===== src/rtl/div32_seq.sv =====
// Sequential non-restoring divider for DIV/DIVU: one quotient bit per clock,
// fixed 33-cycle latency from accepted Start to a one-cycle Ready pulse.
module div32_seq #(
  parameter int WIDTH = 32
) (
  input  logic             clk,
  input  logic             clrn,
  input  logic             Start,
  input  logic             Sign,
  input  logic [WIDTH-1:0] X,
  input  logic [WIDTH-1:0] Y,
  output logic [WIDTH-1:0] Q,
  output logic [WIDTH-1:0] R,
  output logic             Busy,
  output logic             Ready,
  output logic             DivZero,
  output logic [1:0]       dbg_state_o
);

  localparam int CW = $clog2(WIDTH);

  typedef enum logic [1:0] {
    S_IDLE = 2'd0,
    S_RUN  = 2'd1,
    S_FIX  = 2'd2
  } state_t;

  state_t           state_q, state_d;
  logic [CW-1:0]    cnt_q, cnt_d;
  logic [WIDTH:0]   rem_q, rem_d;
  logic [WIDTH-1:0] dvd_q, dvd_d;
  logic [WIDTH-1:0] ymag_q, ymag_d;
  logic [WIDTH-1:0] xorig_q, xorig_d;
  logic             qneg_q, qneg_d;
  logic             rneg_q, rneg_d;
  logic             yzero_q, yzero_d;
  logic [WIDTH-1:0] q_q, q_d;
  logic [WIDTH-1:0] r_q, r_d;
  logic             dz_q, dz_d;
  logic             rdy_q, rdy_d;

  // Single shared 33-bit adder; subtraction is invert-and-carry-in.
  logic [WIDTH:0]   add_a, add_b, sum;
  logic             add_sub;
  logic [WIDTH-1:0] xmag, ymag_in, rem_fix, quot_s, rem_s;

  always_comb begin
    add_sub = 1'b0;
    add_a   = rem_q;
    if (state_q == S_RUN) begin
      add_a   = {rem_q[WIDTH-1:0], dvd_q[WIDTH-1]};
      add_sub = ~rem_q[WIDTH];
    end
    add_b = add_sub ? ~{1'b0, ymag_q} : {1'b0, ymag_q};
    sum   = add_a + add_b + {{WIDTH{1'b0}}, add_sub};
  end

  always_comb begin
    xmag    = (Sign && X[WIDTH-1]) ? (~X + {{(WIDTH-1){1'b0}}, 1'b1}) : X;
    ymag_in = (Sign && Y[WIDTH-1]) ? (~Y + {{(WIDTH-1){1'b0}}, 1'b1}) : Y;
    rem_fix = rem_q[WIDTH] ? sum[WIDTH-1:0] : rem_q[WIDTH-1:0];
    quot_s  = qneg_q ? (~dvd_q + {{(WIDTH-1){1'b0}}, 1'b1}) : dvd_q;
    rem_s   = rneg_q ? (~rem_fix + {{(WIDTH-1){1'b0}}, 1'b1}) : rem_fix;
  end

  always_comb begin
    state_d = state_q;
    cnt_d   = cnt_q;
    rem_d   = rem_q;
    dvd_d   = dvd_q;
    ymag_d  = ymag_q;
    xorig_d = xorig_q;
    qneg_d  = qneg_q;
    rneg_d  = rneg_q;
    yzero_d = yzero_q;
    q_d     = q_q;
    r_d     = r_q;
    dz_d    = dz_q;
    rdy_d   = 1'b0;
    unique case (state_q)
      S_IDLE: begin
        if (Start) begin
          rem_d   = '0;
          dvd_d   = xmag;
          ymag_d  = ymag_in;
          xorig_d = X;
          qneg_d  = (X[WIDTH-1] ^ Y[WIDTH-1]) & Sign;
          rneg_d  = X[WIDTH-1] & Sign;
          yzero_d = (Y == '0);
          cnt_d   = '0;
          state_d = S_RUN;
        end
      end
      S_RUN: begin
        // Quotient bits shift into the vacated low end of the dividend.
        rem_d = sum;
        dvd_d = {dvd_q[WIDTH-2:0], ~sum[WIDTH]};
        cnt_d = cnt_q + CW'(1);
        if (cnt_q == CW'(WIDTH - 1)) state_d = S_FIX;
      end
      S_FIX: begin
        rem_d = {1'b0, rem_fix};
        if (yzero_q) begin
          q_d  = '1;
          r_d  = xorig_q;
          dz_d = 1'b1;
        end else begin
          q_d  = quot_s;
          r_d  = rem_s;
          dz_d = 1'b0;
        end
        rdy_d   = 1'b1;
        state_d = S_IDLE;
      end
      default: state_d = S_IDLE;
    endcase
  end

  always_ff @(posedge clk or negedge clrn) begin
    if (!clrn) begin
      state_q <= S_IDLE;
      cnt_q   <= '0;
      rem_q   <= '0;
      dvd_q   <= '0;
      ymag_q  <= '0;
      xorig_q <= '0;
      qneg_q  <= 1'b0;
      rneg_q  <= 1'b0;
      yzero_q <= 1'b0;
      q_q     <= '0;
      r_q     <= '0;
      dz_q    <= 1'b0;
      rdy_q   <= 1'b0;
    end else begin
      state_q <= state_d;
      cnt_q   <= cnt_d;
      rem_q   <= rem_d;
      dvd_q   <= dvd_d;
      ymag_q  <= ymag_d;
      xorig_q <= xorig_d;
      qneg_q  <= qneg_d;
      rneg_q  <= rneg_d;
      yzero_q <= yzero_d;
      q_q     <= q_d;
      r_q     <= r_d;
      dz_q    <= dz_d;
      rdy_q   <= rdy_d;
    end
  end

  assign Q           = q_q;
  assign R           = r_q;
  assign DivZero     = dz_q;
  assign Ready       = rdy_q;
  assign Busy        = (state_q != S_IDLE);
  assign dbg_state_o = state_q;

endmodule


===== config.mk =====
export PLATFORM = sky130hd
export DESIGN_NAME = div32_seq
export DESIGN_NICKNAME = d
export VERILOG_FILES = /design/src/rtl/div32_seq.sv
export SDC_FILE = /design/constraint.sdc
export NUM_CORES = 1
export LEC_CHECK = 0
export CORE_MARGIN = 2
export CORE_UTILIZATION = 23
export CTS_CLUSTER_DIAMETER = 120
export CTS_CLUSTER_SIZE = 40
export DETAILED_ROUTE_END_ITERATION = 7
export GPL_TIMING_DRIVEN = 0
export PLACE_DENSITY_LB_ADDON = 0.15
export SLEW_MARGIN = 25
export SYNTH_ARGS = -nofsm -noshare
export SYNTH_HDL_FRONTEND = slang
export SYNTH_SLANG_ARGS = --single-unit

===== constraint.sdc =====
create_clock -name clk -period 5.7 [get_ports clk]
set_input_delay 0.855 -clock clk [delete_from_list [all_inputs] [get_ports clk]]
set_output_delay 0.855 -clock clk [all_outputs]
set_load 0.01 [all_outputs]

==> impl_metrics.csv <==
group,metric,value,unit
status,status,"complete, no violations",
floorplan,pin_count,137,
timing,timing_hold_violations_final,0,
job,maxCapViolCount,0,
critical_path,timing.critical_path.fanout_max,10,
timing,maxSlewHeadroom,31.5,%
detailed_routing,finalWirelength,59400,µm
placement,routabilityCongestion,0.858,
floorplan,die-area,65400,µm²
cts,worst_skew_pair.late_latency,0.54,ns
critical_path,worst_ep_required_time,6.13,ns
timing,setup_violations,0,
cells_and_area,finalInstanceArea,17900,µm²
logic_synthesis,synth_nets,1839,
logic_synthesis,synth.top_cell.area_share,35.2,%
critical_path,critical_path.slowest_cell,"sky130_fd_sc_hd__or4_4",
critical_path,arrival,5.96,ns
timing,finalCritPeriodShare,97.1,%
logic_synthesis,netlist_top_cells_count,"206 x sky130_fd_sc_hd__nand2_1, 205 x sky130_fd_sc_hd__dfrtp_1, 176 x sky130_fd_sc_hd__o21ai_0",
logic_synthesis,synth_enable_flop_cells,0,
cells_and_area,fraction_of_layout_cells_with_a_size_suffix_above_1,10.1,%
logic_synthesis,yosys.cell_types.count,83,
timing,fin_worst_skew,0.0540,ns
logic_synthesis,synth_top_cells_by_area,"sky130_fd_sc_hd__dfrtp_1 35%, sky130_fd_sc_hd__o21ai_0 6.0%, sky130_fd_sc_hd__a21oi_1 5.6%",
critical_path,max_stage_delay,0.60,ns
detailed_routing,remaining_drc_errors,0,
cts,clockRootBuffer,"sky130_fd_sc_hd__clkbuf_16",
placement,preCtsSetupSlack,-2.05,ns
timing,timing.setup.tns,0,ns
detailed_routing,wl_per_cell,21.6,µm
power,power.static_leakage,7.02,nW
timing,timing.final.ws_setup,0.167,ns
logic_synthesis,synth_sequential_area_ratio,35.2,%
logic_synthesis,synthesis.instances,1728,
grt,grt_max_degree,85,
cts,cts_buffer_depth,3,
cells_and_area,fillCellCount,6834,
grt,antenna_violations_before_repair,1,
critical_path,rr_startpoint,"rem_q[32]",
logic_synthesis,synthesis.yosys.warnings,0,
power,total_power,11.9,mW
placement,placedCellCount,2712,
detailed_routing,drt-vias-per-instance,5.01,
logic_synthesis,ys.flop_type,"sky130_fd_sc_hd__dfrtp_1",
timing,slew_of_the_pin_with_the_lowest_slew_margin,1.03,ns
cts,h-tree-depth,1,
power,powerDensity,665,nW/µm²
grt,grt_pass1_wl,89500,µm
cells_and_area,syn_to_final_growth,22.7,%
logic_synthesis,post_synth.cell_area_avg,8.44,µm²
placement,port_buffers,136,
grt,global_route.usage.total,17.8,%
logic_synthesis,synthDominantAreaCellType,"sky130_fd_sc_hd__dfrtp_1",
floorplan,die_wd,256,µm
floorplan,die_height,256,µm
placement,hpwl_detailed,46600,µm
power,peakVddDrop,205,µV
timing,finalWorstPathRequiredPeriod,5.53,ns
timing,maxClockFrequency,181,MHz
detailed_routing,detail-route-antenna-nets,0,
critical_path,crit-reg2reg-capture,"R[28]",
cells_and_area,finalNetCount,2003,
timing,slew_violations,0,
placement,placed_cell_area,17100,µm²
critical_path,path_cells,"clkinv_4, clkbuf_8, clkbuf_8, buf_6, nand2_4, buf_6, xnor2_1, ha_2, a21oi_4, o31ai_4, buf_4, o31ai_4, buf_4, xor2_2, a31oi_1, or4_4, nor4_4, nand3b_1, o41ai_2, xnor2_1, a221o_1",
cts,cts_made_buffers,13,
cts,cts_tree,"done",
critical_path,crit_path_end_kind,"flip-flop",
floorplan,fp-row-count,92,
worst_hold_path,hold_class,"in -> async",
cts,tritoncts_num_sinks,205,
critical_path,timing_worst_setup_path_type,"reg -> reg",
logic_synthesis,ys_seq_elements,205,
cells_and_area,final_cell_utilization_of_the_core,28.5,%
cts,clk_pin_slew_worst_paths,0.12,ns
logic_synthesis,syn_area,14600,µm²
logic_synthesis,synth_most_common_cell,"sky130_fd_sc_hd__nand2_1",
logic_synthesis,async_flop_share,100,%
cells_and_area,instances_no_fill,2746,
critical_path,cp-start-kind,"flip-flop",
floorplan,fp.coreArea,62900,µm²
detailed_routing,drt_pass_1_iters,5,
timing,hold_ws,0.223,ns
critical_path,reg2regPathDepth,21,
floorplan,initial_utilization,23.2,%
grt,globalRouteOverflowTotal,0,
detailed_routing,detailroute.via_count,13800,
critical_path,worst-r2r-setup-slack,0.17,ns
grt,vias_in_the_first_global_route,13900,
detailed_routing,starting_drc_count_in_detailed_routing,988,
how the worst max path moves through the flow:
stage | slack (ns) | cells after the start | endpoint | startpoint
6_report | 0.17 | 21 | R[28] | rem_q[32]
5_1_grt | -0.04 | 21 | R[28] | rem_q[32]
4_1_cts | 0.003 | 20 | R[31] | rem_q[32]
3_5_place_dp | -2.05 | 20 | R[31] | rem_q[32]
3_3_place_gp | -5.83 | 1 | ymag_q[16] | clrn
2_1_floorplan | 0.27 | 19 | R[31] | rem_q[32]
worst max-delay path: cells and delay by family (launching register included):
kind	cells	cell delay, ns
adders and majority gates	1	0.36
buffers and inverters	7	1.26
DFF	1	0.45
AOI/OAI and AO/OA	6	1.52
and+or+nand+nor	4	1.23
xor gates and xnor gates	3	0.57
report_power, final:
part	total, mW	switching, mW	internal [mW]
clock network	1.08	0.628	0.449
registers	2.78	0.653	2.12
logic	8.04	4.93	3.10
registers in the layout, indices dropped and copies added, names as in the netlist:
signal,cells
rneg_q,1
ymag_q,32
yzero_q,1
dbg_state_o,2
cnt_q,5
rem_q,33
Q,32
R,32
Ready,1
qneg_q,1
DivZero,1
dvd_q,32
xorig_q,32
what timing repair did:
| action | CTS | global route |
|---|---|---|
| setup buffers | 5 | 12 |
| gates resized for setup | 59 | 30 |
| pin swaps | 5 | 10 |
| endpoints found under the hold margin | 0 | 0 |
| hold buffers | 0 | 0 |
| setup endpoints to repair | 57 | 9 |
| cloned | 0 | 0 |
layout make-up:
type                            count  area (µm²)  share of cell area, %
Inverter                           29         115                  0.644
Sequential cell                   205        5130                   28.7
Tap cell                          846        1060                   5.92
Clock inverter                      8        80.1                  0.448
Antenna cell                        1        2.50                 0.0140
Timing Repair Buffer              155        1550                   8.66
Clock buffer                       14         329                   1.84
Multi-Input combinational cell   1391        9170                   51.3
Buffer                             97         452                   2.53
logic make-up after synthesis:
family | share of synthesized area (%)
XOR/XNOR | 9.91
multiplexers | 6.38
buffers and inverters | 3.48
adder cells (fa/ha/maj) | 3.74
AO/OA/AOI/OAI | 23.0
AND/OR/NAND/NOR | 18.3
flip-flops | 35.2
layout by cell type (no fill, tap or decap), types with 12 or more instances in the layout:
| master | count |
|---|---|
| sky130_fd_sc_hd__a21o_1 | 17 |
| sky130_fd_sc_hd__a21oi_1 | 157 |
| sky130_fd_sc_hd__a22oi_1 | 18 |
| sky130_fd_sc_hd__a31oi_1 | 12 |
| sky130_fd_sc_hd__and3_1 | 14 |
| sky130_fd_sc_hd__buf_4 | 19 |
| sky130_fd_sc_hd__clkbuf_1 | 68 |
| sky130_fd_sc_hd__clkbuf_16 | 13 |
| sky130_fd_sc_hd__clkdlybuf4s50_1 | 135 |
| sky130_fd_sc_hd__dfrtp_1 | 204 |
| sky130_fd_sc_hd__ha_1 | 40 |
| sky130_fd_sc_hd__inv_1 | 26 |
| sky130_fd_sc_hd__mux2_2 | 63 |
| sky130_fd_sc_hd__mux2i_1 | 22 |
| sky130_fd_sc_hd__nand2_1 | 205 |
| sky130_fd_sc_hd__nand2b_1 | 20 |
| sky130_fd_sc_hd__nand3_1 | 15 |
| sky130_fd_sc_hd__nand4_1 | 15 |
| sky130_fd_sc_hd__nor2_1 | 145 |
| sky130_fd_sc_hd__nor3_1 | 31 |
| sky130_fd_sc_hd__nor4_1 | 16 |
| sky130_fd_sc_hd__o21ai_0 | 173 |
| sky130_fd_sc_hd__o31ai_1 | 25 |
| sky130_fd_sc_hd__o41ai_1 | 15 |
| sky130_fd_sc_hd__or3_1 | 23 |
| sky130_fd_sc_hd__or4_1 | 13 |
| sky130_fd_sc_hd__xnor2_1 | 92 |
| sky130_fd_sc_hd__xor2_1 | 72 |
routing by layer:
layer / global-route usage, % / up-vias / routed length [µm]
li1: - / 6550 / -
met1: 25.5 / 6825 / 29000
met2: 28.5 / 327 / 27000
met3: 2.15 / 52 / 2430
met4: 3.77 / 2 / 950
met5: 0 / - / 18
(Power assumes the default switching activity.)
==> RTL edit 1: new RTL, config.mk and constraints unchanged <==
`r_q` no longer has a reset.
--- a/src/rtl/div32_seq.sv
+++ b/src/rtl/div32_seq.sv
@@ -128,7 +128,6 @@
       rneg_q  <= 1'b0;
       yzero_q <= 1'b0;
       q_q     <= '0;
-      r_q     <= '0;
       dz_q    <= 1'b0;
       rdy_q   <= 1'b0;
     end else begin
@@ -142,10 +141,13 @@
       rneg_q  <= rneg_d;
       yzero_q <= yzero_d;
       q_q     <= q_d;
-      r_q     <= r_d;
       dz_q    <= dz_d;
       rdy_q   <= rdy_d;
     end
+  end
+
+  always_ff @(posedge clk) begin
+    r_q <= r_d;
   end
 
   assign Q           = q_q;
Function: same outputs for any inputs over 10 cycles, from zero or initial values; that may be too few to reach the edited logic, so the function may still have changed.
==> RTL edit 1 against the unedited design <==
Cell area fell by 2.4%; sequential cell count stayed put; synthesized area decreased by 3.0%; hold slack got worse by 0.027 ns; first-iteration DRC count fell by 18%; non-clock buffer count shrank 17; power down 6.5%; wire length down 8.8%; setup slack better by 0.039 ns; largest power group unchanged.
==> RTL edit 1: results (changes against the unedited design) <==
hpwl_um: 42600  # -8.6%
drtIter0Drc: 812  # -18%
detail_route.vias_per_cell: 4.991  # -0.36%
top_register: "rem_q"
count_of_antenna_diodes_in_the_layout: 0  # -1
crit_arrival_ns: 5.86  # -0.10 ns
clk-insertion-delay-late_ns: 0.57  # +0.03 ns
critPathCapture: "R[27]$_DFFE_PP_"
switching_power_mw: 5.590  # -10%
design.final.nets: 1908  # -4.7%
globalplace.congestion: 0.8514  # -0.80%
ir_drop_uv: 195.9  # -4.6%
firstDrtPassIters: 5  # unchanged
ys_top_cells_by_count: "sky130_fd_sc_hd__nand2_1, sky130_fd_sc_hd__o21ai_0, sky130_fd_sc_hd__dfrtp_1"
worst_setup_hold_path_clk_slew_ns: 0.16  # +0.04 ns
fin_ws_ns: 0.2056  # +0.03906 ns
synth_async_sr_flop_share_pct: 84.39  # -16 points
worstRegToRegCells: 18  # -14%
post_synth_main_area_contributors: "sky130_fd_sc_hd__dfrtp_1, sky130_fd_sc_hd__edfxtp_1, sky130_fd_sc_hd__o21ai_0"
critPathMaxStageDelay_ns: 0.59
cts_inserted_buffers: 14  # +1
combinationalPowerShare_pct: 63.9  # -3.7 points
wirelength_um: 54180  # -8.8%
clkPwrFrac_pct: 11.2  # +2.1 points
worst_clock_skew_ns: 0.09065  # +0.03661 ns
final_layout_size_suffix_gt1_share_pct: 10.14  # +0.081 points
grtUsageTotal_pct: 16.68  # -1.1 points
dpl-instance-area_mm2: 0.01659  # -2.8%
ys_seq_area_share_pct: 37.38  # +2.2 points
nFillCells: 6523  # -4.6%
maximum_number_of_pins_on_one_net_before_global_route_repair: 71  # -16%
grt_pass1_vias: 12603  # -9.4%
result_of_the_run: "finished clean"
place_worst_setup_slack_ns: -1.628  # +0.4226 ns
first_pass_grt_wire_length_um: 80850  # -9.7%
hold_slack_ns: 0.1963  # -0.02663 ns
number_of_enable_type_register_cells_in_the_synthesized_netlist: 32  # +32
==> RTL edit 1: changes by cell type after synthesis, sizes merged, moves of 9 or more <==
cell    before  now
clkbuf      81   65
a21oi      164  140
or3         25   16
mux2i       22   12
dfrtp      205  173
nor2       146  135
xnor2       92   83
edfxtp       0   32
==> RTL edit 1: cell families after synthesis <==
| group | synth area share [%] |
|---|---|
| compound gates | 21.97 |
| xor+xnor | 10.09 |
| fa+ha+maj | 3.855 |
| buf+inv | 3.263 |
| flops | 37.38 |
| mux | 6.180 |
| simple gates | 17.26 |
==> RTL edit 1: metrics by stage <==
| step | utilization [%] | total power [mW] | TNS, ns | cells |
|---|---|---|---|---|
| 6_report | 28.82 | 11.11 | 0 | 2587 |
| 5_1_grt | 28.82 | 11.99 | 0 | 2587 |
| 4_1_cts | 28.51 | 10.98 | 0 | 2583 |
| 3_5_place_dp | 27.38 | 9.586 | -31.63 | 2557 |
| 3_3_place_gp | 27.22 | 9.520 | -803.75 | 2554 |
| 2_1_floorplan | - | 7.070 | 0 | 1636 |
==> RTL edit 1: area by class of cell <==
cell class | instances | area [um2] | area share, %
inverters | 28 | 107.6 | 0.6163
well taps | 782 | 978.4 | 5.604
clock buffers | 15 | 375.4 | 2.150
plain buffers | 88 | 401.6 | 2.300
clock inverters | 9 | 163.9 | 0.9387
flip-flops and latches | 205 | 5291 | 30.30
repair buffers | 147 | 1509 | 8.642
multi-input cells | 1313 | 8633 | 49.44
==> RTL edit 1: metal layers <==
layer,share of wire (%),GRT usage (%)
met1,49,24.52
met2,44,26.33
met3,4.4,1.960
met4,1.8,3.060
met5,0,0
==> RTL edit 1: repair_timing <==
action | 4_1_cts | 5_1_grt
pin swaps | 3 | 5
buffers inserted | 2 | 6
gates cloned | 0 | 0
endpoints found under the setup margin | 46 | 17
gates resized for setup | 37 | 30
==> RTL edit 2: new RTL, config.mk and constraints unchanged <==
Made on the original files. `WIDTH`: 32 -> 64.
--- a/src/rtl/div32_seq.sv
+++ b/src/rtl/div32_seq.sv
@@ -1,7 +1,7 @@
 // Sequential non-restoring divider for DIV/DIVU: one quotient bit per clock,
 // fixed 33-cycle latency from accepted Start to a one-cycle Ready pulse.
 module div32_seq #(
-  parameter int WIDTH = 32
+  parameter int WIDTH = 64
 ) (
   input  logic             clk,
   input  logic             clrn,
Interface: changed (resized Q, R, X and Y); port bits go from 137 to 265. The function was not compared with the original's and may differ.
==> RTL edit 2 against the unedited design <==
The flow now finishes with violations (negative setup slack); clock skew is 0.00083 ns higher; cell area is 110% higher; first-iteration DRC count is 150% higher; utilization is 1.8 points higher; synthesized area is 100% higher; sequential cell count is 193 higher; global-route usage is 2.9 points higher; wire length is 140% higher; setup slack worse by 0.32 ns; critical path type unchanged; critical endpoint is now R[60]$_DFFE_PN0P_; hold slack worse by 0.11 ns.
Power is left out: the tool's default activity adds up to more than one toggle a clock period on the data nets, which glitch-free logic cannot reach.
==> RTL edit 2: results (changes against the unedited design) <==
cts_inserted_buffers: 22  # +9
setup_viol_count_final: 7  # +7
avgRoutedWirePerCell_um: 24.58  # +14%
setup_total_negative_slack_ns: -0.6632  # -0.6632 ns
clk-insertion-delay-late_ns: 0.65  # +0.11 ns
final_layout_size_suffix_gt1_share_pct: 17.18  # +7.1 points
place_worst_setup_slack_ns: -2.748  # -0.6970 ns
num_vias: 29377  # +110%
synth.avg_cell_area_um2: 8.183  # -3.0%
dpl-instance-area_mm2: 0.03438  # +100%
timing.critical_path.from_type: "flop"
critical-path-top-delay-family: "compound AO/OA/AOI/OAI gates"
synth_cell_types: 106  # +28%
post_layout_nonfiller_instances: 5697  # +110%
design.final.nets: 4218  # +110%
first_pass_grt_wire_length_um: 201500  # +130%
crit_arrival_ns: 6.39  # +0.43 ns
drtIter0Drc: 2429  # +150%
clock-root-buffer: "sky130_fd_sc_hd__clkbuf_16"
min_path_type: "in2async"
worstRegToRegCells: 21  # unchanged
worst_clock_skew_ns: 0.05486  # +0.0008283 ns
firstDrtPassIters: 5  # unchanged
ys_seq_area_share_pct: 33.89  # -1.3 points
portBuffers: 264  # +94%
antenna_found_initial: 14  # +13
grtUsageTotal_pct: 20.62  # +2.9 points
nFillCells: 13596  # +99%
slew_headroom_pct: 22.70  # -8.8 points
result_of_the_run: "finished, violations left"
post-place-cells: 5522  # +100%
worst_setup_hold_path_clk_slew_ns: 0.14  # +0.02 ns
worst-path-max-fanout: 7  # -3
flip_flop_count_of_the_largest_register_all_copies_and_words_added: 65  # +97%
critPathCapture: "R[60]$_DFFE_PN0P_"
cts-root-to-sink-buffers: 3  # unchanged
maximum_number_of_pins_on_one_net_before_global_route_repair: 80  # -5.9%
crit-reg2reg-launch: "dbg_state_o[1]$_DFFE_PN0P_"
violations: "negative setup slack"
grt_pass1_vias: 28264  # +100%
globalplace.congestion: 0.9522  # +11%
ys_top_cells_by_count: "sky130_fd_sc_hd__dfrtp_1, sky130_fd_sc_hd__nand2_1, sky130_fd_sc_hd__a21oi_1"
critPathMaxStageDelay_ns: 0.54  # -0.06 ns
post_synth_main_area_contributors: "sky130_fd_sc_hd__dfrtp_1, sky130_fd_sc_hd__a21oi_1, sky130_fd_sc_hd__xnor2_1"
synth_nets: 3797  # +110%
top_register: "rem_q"
hpwl_um: 110400  # +140%
fin_ws_ns: -0.1578  # -0.3243 ns
==> RTL edit 2: cell types whose count changed in the layout (fill, tap and decap cells not counted), sizes merged, moves of 37 or more <==
| cell | unedited run | this run |
|---|---|---|
| buf | 40 | 205 |
| nor3 | 35 | 77 |
| nand4 | 16 | 53 |
| xor2 | 73 | 134 |
| nand2 | 206 | 398 |
| clkdlybuf4s50 | 135 | 263 |
| mux2 | 63 | 122 |
| nor2 | 146 | 359 |
| dfrtp | 205 | 398 |
| clkbuf | 91 | 190 |
| a21oi | 164 | 376 |
| o21ai | 184 | 352 |
| xnor2 | 92 | 200 |
| nand3 | 17 | 55 |
==> RTL edit 2: routing by layer <==
metal	part of all wire (%)	GRT usage, %	vias up
met4	3.0	5.449	6
met3	5.2	2.149	165
li1	-	-	13840
met5	0.029	0	-
met2	45	32.95	991
met1	47	29.41	14375
==> RTL edit 2: area by class of cell <==
cell class | instances | area, um2 | area share, %
multi-input cells | 2903 | 20090 | 52.24
flip-flops and latches | 398 | 9962 | 25.91
repair buffers | 412 | 3969 | 10.32
well taps | 1662 | 2079 | 5.408
plain buffers | 224 | 1281 | 3.332
clock buffers | 23 | 564.3 | 1.468
clock inverters | 17 | 292.8 | 0.7615
inverters | 51 | 196.4 | 0.5109
diodes | 7 | 17.52 | 0.04556
==> RTL edit 2: cell families (layout without fill, tap and decap cells) <==
family | count (synthesis) | in the layout | synth area share (%)
other | 0 | 7 | 0
and+or+nand+nor | 1201 | 1202 | 19.21
buffers and inverters | 291 | 727 | 4.019
xor gates and xnor gates | 334 | 334 | 9.954
AOI/OAI and AO/OA | 1140 | 1140 | 24.02
adders and majority gates | 74 | 74 | 3.176
DFF | 398 | 398 | 33.89
muxes | 153 | 153 | 5.731
==> RTL edit 2: worst min-delay path by stage <==
stage / endpoint / slack [ns]
6_report: Q[56]$_DFFE_PN0P_ / 0.12
5_1_grt: Q[56]$_DFFE_PN0P_ / 0.12
4_1_cts: Q[56]$_DFFE_PN0P_ / 0.10
2_1_floorplan: xorig_q[49]$_DFFE_PN0P_ / 0.45
3_5_place_dp: R[18]$_DFFE_PN0P_ / 0.47
3_3_place_gp: xorig_q[46]$_DFFE_PN0P_ / 0.47
==> RTL edit 2: what timing repair did <==
| item | CTS | global route |
|---|---|---|
| endpoints found under the setup margin | 121 | 51 |
| gates cloned | 2 | 1 |
| pin swaps | 89 | 70 |
| gates resized for setup | 338 | 121 |
| hold endpoints to repair | 0 | 0 |
| setup buffers | 95 | 47 |
